==> config.mk <==
export PLATFORM = sky130hd
export DESIGN_NAME = ray_dispatch_scheduler
export DESIGN_NICKNAME = d
export VERILOG_FILES = /design/src/rtl/ray_pkg.sv /design/src/rtl/ray_dispatch_scheduler_rr_arbiter.sv /design/src/rtl/ray_dispatch_scheduler.sv
export SDC_FILE = /design/constraint.sdc
export NUM_CORES = 1
export LEC_CHECK = 0
export BUFFER_PORTS_ARGS = -buffer_cell sky130_fd_sc_hd__buf_2
export CELL_PAD_IN_SITES_DETAIL_PLACEMENT = 0
export CELL_PAD_IN_SITES_GLOBAL_PLACEMENT = 1
export CORE_MARGIN = 4
export CORE_UTILIZATION = 35
export DETAILED_ROUTE_END_ITERATION = 8
export GPL_ROUTABILITY_DRIVEN = 1
export PLACE_DENSITY_LB_ADDON = 0.1
export SETUP_SLACK_MARGIN = 0.2
export SYNTH_ARGS = -nofsm -noshare
export SYNTH_HDL_FRONTEND = slang
export SYNTH_SLANG_ARGS = --single-unit
==> constraint.sdc <==
create_clock -name clk -period 6.67 [get_ports clk]
set_input_delay 1.334 -clock clk [delete_from_list [all_inputs] [get_ports clk]]
set_output_delay 1.334 -clock clk [all_outputs]
set_load 0.01 [all_outputs]
==> src/rtl/ray_pkg.sv <==
// ray_pkg: shared types, default widths and popcount helper for the ray dispatch scheduler
package ray_pkg;
  localparam int COORD_W = 32;
  localparam int IDX_W = 26;
  typedef enum logic [1:0] {IDLE, DISPATCH, DRAIN, DONE} sched_state_t;
  typedef struct packed {
    logic [COORD_W-1:0] x;
    logic [COORD_W-1:0] y;
    logic [COORD_W-1:0] z;
  } ray_dir_t;
  function automatic logic [4:0] popcount16(input logic [15:0] v);
    popcount16 = '0;
    for (int i = 0; i < 16; i++) popcount16 += 5'(v[i]);
  endfunction
endpackage

==> src/rtl/ray_dispatch_scheduler_rr_arbiter.sv <==
// rr_arbiter: combinational round-robin pick of the first request at or above ptr, wrapping
module rr_arbiter #(
  parameter int NUM_UNITS = 4,
  parameter int PW = 2
) (
  input  logic [NUM_UNITS-1:0] i_req,
  input  logic [PW-1:0]        i_ptr,
  output logic [NUM_UNITS-1:0] o_grant,
  output logic [PW-1:0]        o_grant_idx
);
  logic          w_found;
  logic [PW-1:0] w_idx;
  always_comb begin
    o_grant = '0;
    o_grant_idx = '0;
    w_found = 1'b0;
    w_idx = '0;
    for (int i = 0; i < NUM_UNITS; i++) begin
      w_idx = PW'((int'(i_ptr) + i) % NUM_UNITS);
      if (!w_found && i_req[w_idx]) begin
        o_grant[w_idx] = 1'b1;
        o_grant_idx = w_idx;
        w_found = 1'b1;
      end
    end
  end
endmodule

==> src/rtl/ray_dispatch_scheduler.sv <==
// ray_dispatch_scheduler: frame FSM and round-robin ray dispatch to intersection units
// RAY_DISPATCH_STATS_EN enables the stall cycle counter; otherwise o_stall_cycles is 0.
module ray_dispatch_scheduler
  import ray_pkg::*;
#(
  parameter int NUM_UNITS = 4,
  parameter int COORD_W = ray_pkg::COORD_W,
  parameter int IDX_W = ray_pkg::IDX_W
) (
  input  logic                 clk,
  input  logic                 reset_n,
  input  logic                 i_start,
  input  logic [12:0]          i_image_width,
  input  logic [12:0]          i_image_height,
  input  logic                 i_gen_valid,
  input  logic [COORD_W-1:0]   i_gen_ray_x,
  input  logic [COORD_W-1:0]   i_gen_ray_y,
  input  logic [COORD_W-1:0]   i_gen_ray_z,
  output logic                 o_gen_ready,
  output logic [NUM_UNITS-1:0] o_unit_valid,
  input  logic [NUM_UNITS-1:0] i_unit_ready,
  output logic [COORD_W-1:0]   o_unit_ray_x,
  output logic [COORD_W-1:0]   o_unit_ray_y,
  output logic [COORD_W-1:0]   o_unit_ray_z,
  output logic [IDX_W-1:0]     o_unit_pixel_idx,
  input  logic [NUM_UNITS-1:0] i_unit_done,
  output logic                 o_busy,
  output logic                 o_frame_done,
  output logic [IDX_W:0]       o_outstanding,
  output logic [31:0]          o_stall_cycles
);
  localparam int PW = $clog2(NUM_UNITS);
  localparam int OW = IDX_W + 1;
  sched_state_t          r_state;
  logic [IDX_W-1:0]      r_total;
  logic [IDX_W-1:0]      r_pix_cnt;
  logic [PW-1:0]         r_rr_ptr;
  logic [OW-1:0]         r_outstanding;
  logic [NUM_UNITS-1:0]  w_grant;
  logic [PW-1:0]         w_grant_idx;
  logic                  w_xfer;
  logic [IDX_W-1:0]      w_total;
  logic [IDX_W-1:0]      w_pix_next;
  logic [OW:0]           w_sum;
  logic [OW:0]           w_dec;
  rr_arbiter #(.NUM_UNITS(NUM_UNITS), .PW(PW)) u_arb (
    .i_req       (i_unit_ready),
    .i_ptr       (r_rr_ptr),
    .o_grant     (w_grant),
    .o_grant_idx (w_grant_idx)
  );
  assign w_total = IDX_W'({13'b0, i_image_width} * {13'b0, i_image_height});
  assign o_gen_ready = (r_state == DISPATCH) && (|i_unit_ready) && (r_pix_cnt < r_total);
  assign w_xfer = i_gen_valid && o_gen_ready;
  assign o_unit_valid = w_xfer ? w_grant : '0;
  assign o_unit_ray_x = i_gen_ray_x;
  assign o_unit_ray_y = i_gen_ray_y;
  assign o_unit_ray_z = i_gen_ray_z;
  assign o_unit_pixel_idx = r_pix_cnt;
  assign w_pix_next = r_pix_cnt + 1'b1;
  // dispatch and any number of completions are summed; underflow clamps at zero
  assign w_sum = {1'b0, r_outstanding} + (OW+1)'(w_xfer);
  assign w_dec = (OW+1)'(popcount16(16'(i_unit_done)));
  assign o_outstanding = r_outstanding;
  assign o_busy = r_state != IDLE;
  assign o_frame_done = r_state == DONE;
  always_ff @(posedge clk or negedge reset_n) begin
    if (!reset_n) begin
      r_state <= IDLE;
      r_total <= '0;
      r_pix_cnt <= '0;
      r_rr_ptr <= '0;
      r_outstanding <= '0;
    end else begin
      r_outstanding <= (w_sum >= w_dec) ? OW'(w_sum - w_dec) : '0;
      case (r_state)
        IDLE: if (i_start) begin
          r_total <= w_total;
          r_pix_cnt <= '0;
          r_state <= (w_total != '0) ? DISPATCH : DONE;
        end
        DISPATCH: if (w_xfer) begin
          r_pix_cnt <= w_pix_next;
          r_rr_ptr <= (w_grant_idx == PW'(NUM_UNITS-1)) ? '0 : w_grant_idx + 1'b1;
          if (w_pix_next == r_total) r_state <= DRAIN;
        end
        DRAIN: if (r_outstanding == '0) r_state <= DONE;
        default: r_state <= IDLE;
      endcase
    end
  end
  a_done_underflow: assert property (@(posedge clk) disable iff (!reset_n) w_dec <= w_sum);
`ifdef RAY_DISPATCH_STATS_EN
  logic [31:0] r_stall_cycles;
  always_ff @(posedge clk or negedge reset_n) begin
    if (!reset_n) r_stall_cycles <= '0;
    else if (r_state == IDLE && i_start) r_stall_cycles <= '0;
    else if (r_state == DISPATCH && i_gen_valid && !(|i_unit_ready) && r_stall_cycles != '1)
      r_stall_cycles <= r_stall_cycles + 1'b1;
  end
  assign o_stall_cycles = r_stall_cycles;
`else
  assign o_stall_cycles = '0;
`endif
endmodule

==> impl_metrics.env <==
export IMPL_fmax_mhz=154
export IMPL_yosysUniqueCellTypes=84
export IMPL_synthFlopType="dfrtp_1"
export IMPL_post_place_ws_ns=-0.358
export IMPL_layout_cells_non_filler=2195
export IMPL_die_w_um=205
export IMPL_synth_top_area_cell="fa_1"
export IMPL_finalCritPeriodShare=0.971
export IMPL_synthTopCellsByCount="inv_1, nand2_1, buf_4"
export IMPL_maxSlewViolCount=0
export IMPL_cts_root_buf="clkbuf_16"
export IMPL_critical_path_class="input port to flip-flop"
export IMPL_p_per_area_nw_per_um2=495
export IMPL_routabilityCongestion=0.829
export IMPL_clkPwrFrac=0.071
export IMPL_syn_instance_count=1621
export IMPL_ys_seq_area_frac=0.154
export IMPL_ys_ff_latch=83
export IMPL_cts_tree="built"
export IMPL_worstMarginPinSlew_ns=0.896
export IMPL_core_area_sq_um=37900
export IMPL_ir_drop_v=0.000390
export IMPL_hold_viol=0
export IMPL_cts_sinks=83
export IMPL_final_net_count=2054
export IMPL_clk_pin_slew_ns=0.06
export IMPL_arrival_ns=6.74
export IMPL_period_needed_ns=6.48
export IMPL_antenna_left=0
export IMPL_setup_viol=0
export IMPL_via_count=10646
export IMPL_synth_async_reset_ratio=1.00
export IMPL_synth_most_common_cell="inv_1"
export IMPL_slew_headroom=0.402
export IMPL_switchingPower_uw=3380
export IMPL_drc=0
export IMPL_startpoint_type="input port"
export IMPL_cts_buffer_depth=2
export IMPL_synth_edf_count=0
export IMPL_hpwl_um=29900
export IMPL_post_drt_wl_per_cell_um=16.6
export IMPL_end_kind="flip-flop"
export IMPL_final_layout_size_suffix_gt1_frac=0.202
export IMPL_area_delta_synth_final_pct=12.4
export IMPL_dpl_cell_count=2157
export IMPL_routed_wl_um=36500
export IMPL_seqPwrFrac=0.117
export IMPL_regToRegSetupSlack_ns=1.37
export IMPL_cts_buffers=9
export IMPL_synth_area_sq_um=13500
export IMPL_drtPass1Iterations=5
export IMPL_internal_power_uw=4140
export IMPL_required_ns=6.93
export IMPL_grt_pass1_wl_um=59900
export IMPL_synth_top_area_share=0.182
export IMPL_synth_top_cells_by_area="fa_1, dfrtp_1, ha_1"
export IMPL_viasPerCell=4.85
export IMPL_cts_htree_levels=3
export IMPL_grt_max_degree=68
export IMPL_ys_warnings_count=0
export IMPL_status="finished, final reports clean"
export IMPL_n_antenna_cell=0
export IMPL_grt_overflow_total=0
export IMPL_finClkSkew_ns=0.0127
export IMPL_max_cap_viol_count=0
export IMPL_hold_buffers=0
export IMPL_p_leak_uw=0.00728
export IMPL_switching_share=0.449
export IMPL_power_total_uw=7530
export IMPL_hp_class="flip-flop to flip-flop"
export IMPL_antenna_found_initial=0
export IMPL_initial_utilization=0.357
export IMPL_grtUsageTotal=0.175
export IMPL_boundaryPins=322
export IMPL_core_rowCount=71
export IMPL_drtIter0Drc=498
export IMPL_synth_area_per_cell_sq_um=8.34
export IMPL_die_h_um=205
export IMPL_clk_latency_ns=0.35
export IMPL_rsz0062_at_grt="true"
export IMPL_die_area_sq_um=41900
export IMPL_p_comb_frac=0.812
export IMPL_fin_ws_ns=0.192
export IMPL_fin_util=0.401
export IMPL_grt_pass1_vias=10727
export IMPL_numPortBuffers=97
export IMPL_worst_path_max_fanout=9
[logic make-up (layout without fill, tap and decap cells)]
| kind of cell | count (synthesis) | count (layout) | synth area share |
|---|---|---|---|
| buffers and inverters | 411 | 443 | 0.153 |
| AOI/OAI and AO/OA | 225 | 225 | 0.107 |
| xor gates and xnor gates | 100 | 100 | 0.0658 |
| adders and majority gates | 241 | 241 | 0.291 |
| and+or+nand+nor | 539 | 539 | 0.212 |
| other | 1 | 32 | 0.000277 |
| muxes | 21 | 21 | 0.0177 |
| DFF | 83 | 83 | 0.154 |
[worst paths after layout]
kind                                                 start                    endpoint  cells past startpoint
min                                 r_total[0]$_DFFE_PN0P_      r_total[0]$_DFFE_PN0P_                      2
max reg2reg                o_unit_pixel_idx[5]$_DFFE_PN0P_  o_outstanding[7]$_DFF_PN0_                     19
min in group asynchronous                          reset_n  o_outstanding[1]$_DFF_PN0_                      1
min reg2reg                         r_total[0]$_DFFE_PN0P_      r_total[0]$_DFFE_PN0P_                      2
max                                     i_image_height[12]      r_state[1]$_DFFE_PN0P_                     19
max in group asynchronous                          reset_n      r_total[2]$_DFFE_PN0P_                      2
[placed cells by master (no fill, tap or decap), types with 66 or more instances in the layout]
cell type,instances
buf_4,124
xnor2_1,68
fa_1,115
buf_2,75
ha_1,106
dfrtp_1,83
nor2_1,87
o21ai_0,66
inv_1,196
nand2_1,155
and2_1,96
[worst max-delay path, cell delays in order]
cell	delay, ns
buf_4	0.15
and2_1	0.18
fa_1	0.51
fa_1	0.61
fa_2	0.44
fa_1	0.49
inv_1	0.05
fa_1	0.52
inv_1	0.06
ha_4	0.24
nand4_1	0.13
nor2_1	0.07
or4_4	0.51
a31o_4	0.24
a211oi_2	0.21
xnor2_1	0.12
nor4_1	0.25
or4bb_1	0.43
a31oi_1	0.16
[registers in the layout (all words and copies together) (netlist names), named ones only]
register          count
o_unit_pixel_idx     26
r_state               2
o_outstanding        27
r_total              26
r_rr_ptr              1
[timing repair]
item                       CTS  global route
pin swaps                   34            45
cloned                       0             2
setup buffers               14             6
setup endpoints to repair    1             4
resized for setup           44            56
[final cells by class]
type                    count  area [sq um]
repair buffers            218          1570
clock buffers              15           278
well taps                 511           639
clock inverters             1          30.0
flip-flops and latches     83          2080
inverters                 209           785
fillers                  3964         22700
multi-input cells        1158          9820
[layer usage]
layer  up-vias  global-route usage  wire, um
li1       5292                   -         -
met1      5143               0.255     18000
met2       186               0.284     17100
met3        25              0.0201      1080
met4         0              0.0342       350
met5         -                   0         0
[power groups by stage]
stage,clock [uW],combinational [uW],sequential (uW)
floorplan,0,3590,791
global placement,0,5360,894
detailed placement,0,5360,895
CTS,550,5890,885
global route,566,6900,916
finish,531,6110,882
[metrics by stage]
step / TNS, ns / hold slack (ns) / instance area [sq um]
floorplan: 0 / 0.450 / 13900
global placement: -0.295 / 0.466 / 14400
detailed placement: -0.428 / 0.490 / 14400
CTS: 0 / 0.503 / 14900
global route: -0.111 / 0.549 / 15200
finish: 0 / 0.499 / 15200
(Power assumes the default switching activity.)
